`src/rtl/alarm_ctrl.sv`:
```
// alarm_ctrl: supervisory controller for the lamp-sequence alarm detector.
// Arms/disarms the detector (holding it in reset while not detecting), sounds
// a timed siren on a completed lamp sequence, latches the alarm until
// acknowledged and counts alarm events (saturating).
//
// Ports:
//   clk         clock, all state changes on posedge
//   reset       synchronous, active-high, top priority
//   arm_req     request to arm; honoured only in DISARMED
//   disarm_req  request to disarm; honoured in every state
//   ack         operator acknowledge; honoured only in SIREN and LATCHED
//   alarm_bit   detector output; 1 = lamp sequence completed
//   det_reset   detector reset; 1 holds the detector idle
//   siren       audible alarm
//   armed       detection active (ARMED, SIREN, LATCHED)
//   state_code  current state encoding
//   event_cnt   number of ARMED->SIREN transitions, saturating
module alarm_ctrl #(
  parameter int unsigned ARM_DELAY    = 4,
  parameter int unsigned SIREN_CYCLES = 8,
  parameter int unsigned CNT_W        = 8
) (
  input  logic             clk,
  input  logic             reset,
  input  logic             arm_req,
  input  logic             disarm_req,
  input  logic             ack,
  input  logic             alarm_bit,
  output logic             det_reset,
  output logic             siren,
  output logic             armed,
  output logic [2:0]       state_code,
  output logic [CNT_W-1:0] event_cnt
);

  localparam int unsigned MaxCycles = (ARM_DELAY > SIREN_CYCLES) ? ARM_DELAY : SIREN_CYCLES;
  localparam int unsigned TimerW    = (MaxCycles > 1) ? $clog2(MaxCycles) : 1;

  typedef enum logic [2:0] {
    StDisarmed = 3'd0,
    StArming   = 3'd1,
    StArmed    = 3'd2,
    StSiren    = 3'd3,
    StLatched  = 3'd4,
    StRearm    = 3'd5
  } state_e;

  state_e              state_q, state_d;
  logic [TimerW-1:0]   timer_q, timer_d;
  logic [CNT_W-1:0]    cnt_q, cnt_d;

  // State register
  always_ff @(posedge clk) begin
    if (reset) begin
      state_q <= StDisarmed;
      timer_q <= '0;
      cnt_q   <= '0;
    end else begin
      state_q <= state_d;
      timer_q <= timer_d;
      cnt_q   <= cnt_d;
    end
  end

  // Next-state logic; disarm_req overrides everything else.
  always_comb begin
    state_d = state_q;
    timer_d = timer_q;
    cnt_d   = cnt_q;
    if (disarm_req) begin
      state_d = StDisarmed;
      timer_d = '0;
    end else begin
      case (state_q)
        StDisarmed: begin
          if (arm_req) begin
            state_d = StArming;
            timer_d = TimerW'(ARM_DELAY - 1);
          end
        end
        StArming: begin
          if (timer_q != '0) timer_d = timer_q - 1'b1;
          else               state_d = StArmed;
        end
        StArmed: begin
          if (alarm_bit) begin
            state_d = StSiren;
            timer_d = TimerW'(SIREN_CYCLES - 1);
            if (cnt_q != '1) cnt_d = cnt_q + 1'b1;
          end
        end
        StSiren: begin
          // ack wins over timer expiry
          if (ack)                  state_d = StRearm;
          else if (timer_q != '0)   timer_d = timer_q - 1'b1;
          else                      state_d = StLatched;
        end
        StLatched: begin
          if (ack) state_d = StRearm;
        end
        StRearm: begin
          // One-cycle detector reset flushes any stale alarm_bit.
          state_d = StArmed;
        end
        default: begin
          state_d = StDisarmed;
          timer_d = '0;
        end
      endcase
    end
  end

  // Outputs decode registered state only.
  always_comb begin
    det_reset = 1'b0;
    siren     = 1'b0;
    armed     = 1'b0;
    case (state_q)
      StDisarmed, StArming, StRearm: det_reset = 1'b1;
      StArmed, StLatched:            armed     = 1'b1;
      StSiren: begin
        siren = 1'b1;
        armed = 1'b1;
      end
      default: ;
    endcase
  end

  assign state_code = state_q;
  assign event_cnt  = cnt_q;

endmodule
```
`config.mk`:
```
export PLATFORM = sky130hd
export DESIGN_NAME = alarm_ctrl
export DESIGN_NICKNAME = d
export VERILOG_FILES = /design/src/rtl/alarm_ctrl.sv
export SDC_FILE = /design/constraint.sdc
export NUM_CORES = 1
export LEC_CHECK = 0
export ABC_AREA = 1
export CAP_MARGIN = 40
export CORE_AREA = 2 2 46 52
export CTS_CLUSTER_SIZE = 16
export DETAILED_ROUTE_END_ITERATION = 8
export DIE_AREA = 0 0 48 54
export PLACE_DENSITY = 0.74
export SLEW_MARGIN = 20
export SYNTH_ARGS = -nofsm -noshare
export SYNTH_HDL_FRONTEND = slang
export SYNTH_SLANG_ARGS = --single-unit
```
`constraint.sdc`:
```
create_clock -name clk -period 1.5 [get_ports clk]
set_clock_uncertainty 0.05 [all_clocks]
set_input_delay 0.15 -clock clk [delete_from_list [all_inputs] [get_ports clk]]
set_output_delay 0.15 -clock clk [all_outputs]
set_load 0.005 [all_outputs]
```
### After elaboration in Yosys (flattened, before gate mapping)

Index checks and enable logic that the tools add are counted.

* input bits: 6
* output and inout port bits: 14
* register bits after elaboration: 14

* mux-type cells: 15
* eq/ne operators: 12
* bitwise logic cells: 2
* $add $sub $neg: 2
* reductions and logical operators: 9

Operators with widths (count)
* $mux W3: 10
* $pmux W3 S6: 1
* $pmux W3 S5: 1
* $ne A2 B2 Y1 const B: 5
* $add A8 B1 Y8 const B: 1
* $ne A8 B8 Y1 const B: 1
* $reduce_and A4 Y1: 2
* $eq A3 B2 Y1 const B: 2
* $eq A3 B3 Y1 const B: 2
* $reduce_or A3 Y1: 2
* $reduce_and A5 Y1: 1
* $reduce_or A2 Y1: 2
* $eq A3 B1 Y1 const B: 1
* $logic_not A3 Y1: 1
* $mux W1: 3
* $ne A3 B3 Y1 const B: 1
* $reduce_bool A3 Y1: 1
* $sub A3 B1 Y3 const B: 1
* $not A1 Y1: 2

### Logic depth before layout (Yosys ltp)

* depth in word-level cells: 4
* gate-level depth with buffers: 11
* gate-level depth less buffers: 10

### Worst setup path after synthesis

OpenSTA, ideal clock, no wires.

* path type: flip-flop to flip-flop
* from: reg cnt_q[0] (netlist: event_cnt[0])
* to: reg cnt_q[7] (netlist: event_cnt[7])
* cell stages (with the launch flop): 11
* period minus slack after synthesis: 1333 ps
* arrival time: 1171 ps
* slack: 167 ps
* buffers on the path: 1
* cell sequence: dfxtp_1 > ha_1 > inv_1 > nor2_1 > nand2_1 > nand2_2 > buf_6 > nor2_4 > nand2_1 > nand2_1 > nor2_1

* cells in the longest elaborated chain, start to end: 2
* elaborated cells between the ends (all ways): 3
* those cells by class: add/sub (1); eq/ne (1); reduce/logical (1)

Ends and longest elaborated chain
* start: declaration: RTL line 50 `logic [CNT_W-1:0] cnt_q, cnt_d;`
* start signal: assignment: RTL line 61 `cnt_q <= cnt_d;`
* branches (longest 2 deep; another with $add A8 B1 Y8)

Several ways; the timed one is not identified.
A chain may end at the register's enable or synchronous reset.

### Final worst setup path

* from: reg cnt_q[0] (netlist: event_cnt[0])
* to: out event_cnt[0]

RTL lines
* end: declaration: RTL line 33 `output logic [CNT_W-1:0] event_cnt`

No word-level cell between the ends.

==> run_results.csv <==
group,metric,value,unit
synth,ys_seq_area_share,29.43,%
clock_tree,clock-sinks,14,
clock_tree,cts-root-buf,"clkbuf_4",
worst_hold_path,hold_path.class,"flip-flop to flip-flop",
synth,synth_top_family_by_area,"simple AND/OR/NAND/NOR gates",
pwr,p_per_area,696.6,mW/mm^2
setup_path,cp-end-kind,"output port",
detailed_routing,ant_nets,0,
floorplanning,die_w,48,um
synth,ys_seq_elements,14,
sta,timing.final.crit_share,95.29,%
clock_tree,cts_made_buffers,3,
setup_path,required,1.30,ns
synth,synthXorXnorAreaFrac,1.840,%
finish,layout-drive-gt1-share,26.78,%
sta,period_minus_slack,1.429,ns
floorplanning,die_y,54,um
synth,synth_flop_cell,"dfxtp_1",
placement,numPortBuffers,19,
floorplanning,dieArea,0.002592,sq mm
sta,drv_slew,0,
synth,avgSynthCellArea,6.434,sq um
detailed_routing,drc,0,
clock_tree,h-tree-depth,1,
clock_tree,clockBufferDepth,2,
synth,synthArstFlopShare,0,%
global_route,antenna_found_initial,0,
sta,hold_viol,0,
detailed_routing,wl_per_cell,10.97,um
synth,yosysTopAreaCell,"dfxtp_1",
synth,synthTopCellsByArea,"dfxtp_1 29%, nand2_1 17%, nor2_1 12%",
synth,syn_nets,157,
finish,fin_util,62.16,%
global_route,grt_pass1_wl,3774,um
floorplanning,initial_utilization,44.50,%
finish,area_growth,39.69,%
floorplanning,rows,18,
outcome,status,"finished, final reports clean",
synth,yosys_warnings,0,
clock_tree,cts_tree,"yes",
clock_tree,clock_latency,0.28,ns
pwr,ir_drop,0.0006309,V
finish,antenna_cells,0,
synth,yosysTopAreaCellShare,29.43,%
synth,synthesis.area,952.2,sq um
finish,nets,194,
detailed_routing,vias,1043,
synth,synthTopCellsByCount,"42 x nand2_1, 30 x nor2_1, 17 x inv_1",
setup_path,worstPathMaxFanout,3,
sta,max_freq,699.6,MHz
placement,gp_congestion,0.8273,
detailed_routing,dr.pass1.iters,4,
detailed_routing,drtIter0Drc,5,
sta,slew_headroom,84.95,%
synth,synthAdderAreaFrac,3.942,%
detailed_routing,drt-total-wl,2337,um
synth,synth_compound_area_share,8.936,%
placement,hpwl,1703,um
sta,setup_violations,0,
setup_path,crit_type,"flip-flop to output port",
finish,fin_area,0.001330,sq mm
floorplanning,core,0.002140,sq mm
setup_path,arrival,1.23,ns
clock_tree,path_clk_slew,0.08,ns
synth,synthSimpleGateAreaFrac,43.23,%
global_route,grt_use_total,20.89,%
synth,synthMuxAreaShare,0,%
synth,yosys.cell_count.top_type,"nand2_1",
setup_path,cp-start-kind,"flip-flop",
synth,syn_inst,148,
synth,synth_edf_count,0,
flow_run,drv_cap,0,
detailed_routing,avgViaCountPerCell,4.897,
clock_tree,cts_hold_buf,0,
pwr,p_leak,0.6177,nW
floorplanning,pin_count,20,
sta,worst-slew-pin-transition,0.2251,ns
synth,ys_types,23,
global_route,grt_max_degree,8,
placement,place_area,0.001197,sq mm
global_route,grt_pass1_vias,922,
global_route,grt_overflow,0,
[layer usage]
layer	wire length, um	track usage, %
met3	96	6.040
met2	1285	35.33
met5	0	0
met4	65	13.96
met1	889	21.52
[where the power goes]
part	total [mW]	internal, mW	leakage [nW]	switching [mW]
clock	0.211	0.0931	0.0138	0.118
sequential	0.402	0.389	0.118	0.0132
combinational	0.313	0.141	0.486	0.172
[final timing paths]
| check | startpoint | endpoint | slack, ns | cells past startpoint |
|---|---|---|---|---|
| setup / recovery | event_cnt[0]$_SDFFE_PP0P_ | event_cnt[0] | 0.07 | 2 |
| hold / removal | event_cnt[4]$_SDFFE_PP0P_ | event_cnt[4]$_SDFFE_PP0P_ | 0.45 | 2 |
| setup reg to reg | state_code[1]$_SDFFE_PP0P_ | event_cnt[2]$_SDFFE_PP0P_ | 0.09 | 9 |
| hold reg to reg | event_cnt[4]$_SDFFE_PP0P_ | event_cnt[4]$_SDFFE_PP0P_ | 0.45 | 2 |
[flip-flops by register name, indices dropped and copies added (netlist names)]
signal and cells:
event_cnt 8, timer_q 3, state_code 3
[final cells by class]
type / instances / area [sq um]
flip-flops and latches: 14 / 296.5
repair buffers: 35 / 316.6
inverters: 20 / 77.57
clock buffers: 3 / 22.52
fillers: 200 / 809.5
well taps: 30 / 37.54
multi-input cells: 111 / 579.3
[layout by cell type (no fill, tap or decap), drive strengths merged]
cell type,synthesis,routed
a21oi,7,7
a22oi,1,1
buf,3,16
clkbuf,0,4
clkdlybuf4s15,0,1
clkdlybuf4s50,0,14
dfxtp,14,14
dlygate4sd2,0,1
dlymetal6s2s,0,2
ha,3,3
inv,20,20
nand2,44,44
nand3,7,7
nand3b,1,1
nand4,1,1
nor2,33,33
nor3,4,4
o21ai,7,7
or2,1,1
xor2,2,2
[per-stage QoR]
step	setup slack, ns	power, mW	TNS, ns	hold slack (ns)	std cells
3_5_place_dp	0.0006916	0.6854	0	0.4616	202
2_1_floorplan	0.1666	0.5970	0	0.1691	148
3_3_place_gp	0.03217	0.6761	0	0.4722	202
5_1_grt	-0.0004480	1.009	-0.0004480	0.4353	213
4_1_cts	0.008726	0.9294	0	0.4571	212
6_report	0.07063	0.9265	0	0.4543	213
[cells by family after synthesis]
group                    count (synthesis)
AND/OR/NAND/NOR                         91
buffers and inverters                   23
AO/OA/AOI/OAI                           15
flip-flops                              14
adder cells (fa/ha/maj)                  3
XOR/XNOR                                 2
[critical path, cell delays in order, from the launching register on]
cell and delay [ns]:
dfxtp_1 0.34, buf_4 0.12, clkdlybuf4s50_1 0.50
[timing repair]
action | in CTS | in global routing
setup buffers | 7 | 2
resized for setup | 13 | 20
endpoints found under the setup margin | 6 | 20
pin swaps | 2 | 7
cloned | 0 | 0
Power figures use the tool's default switching activity.
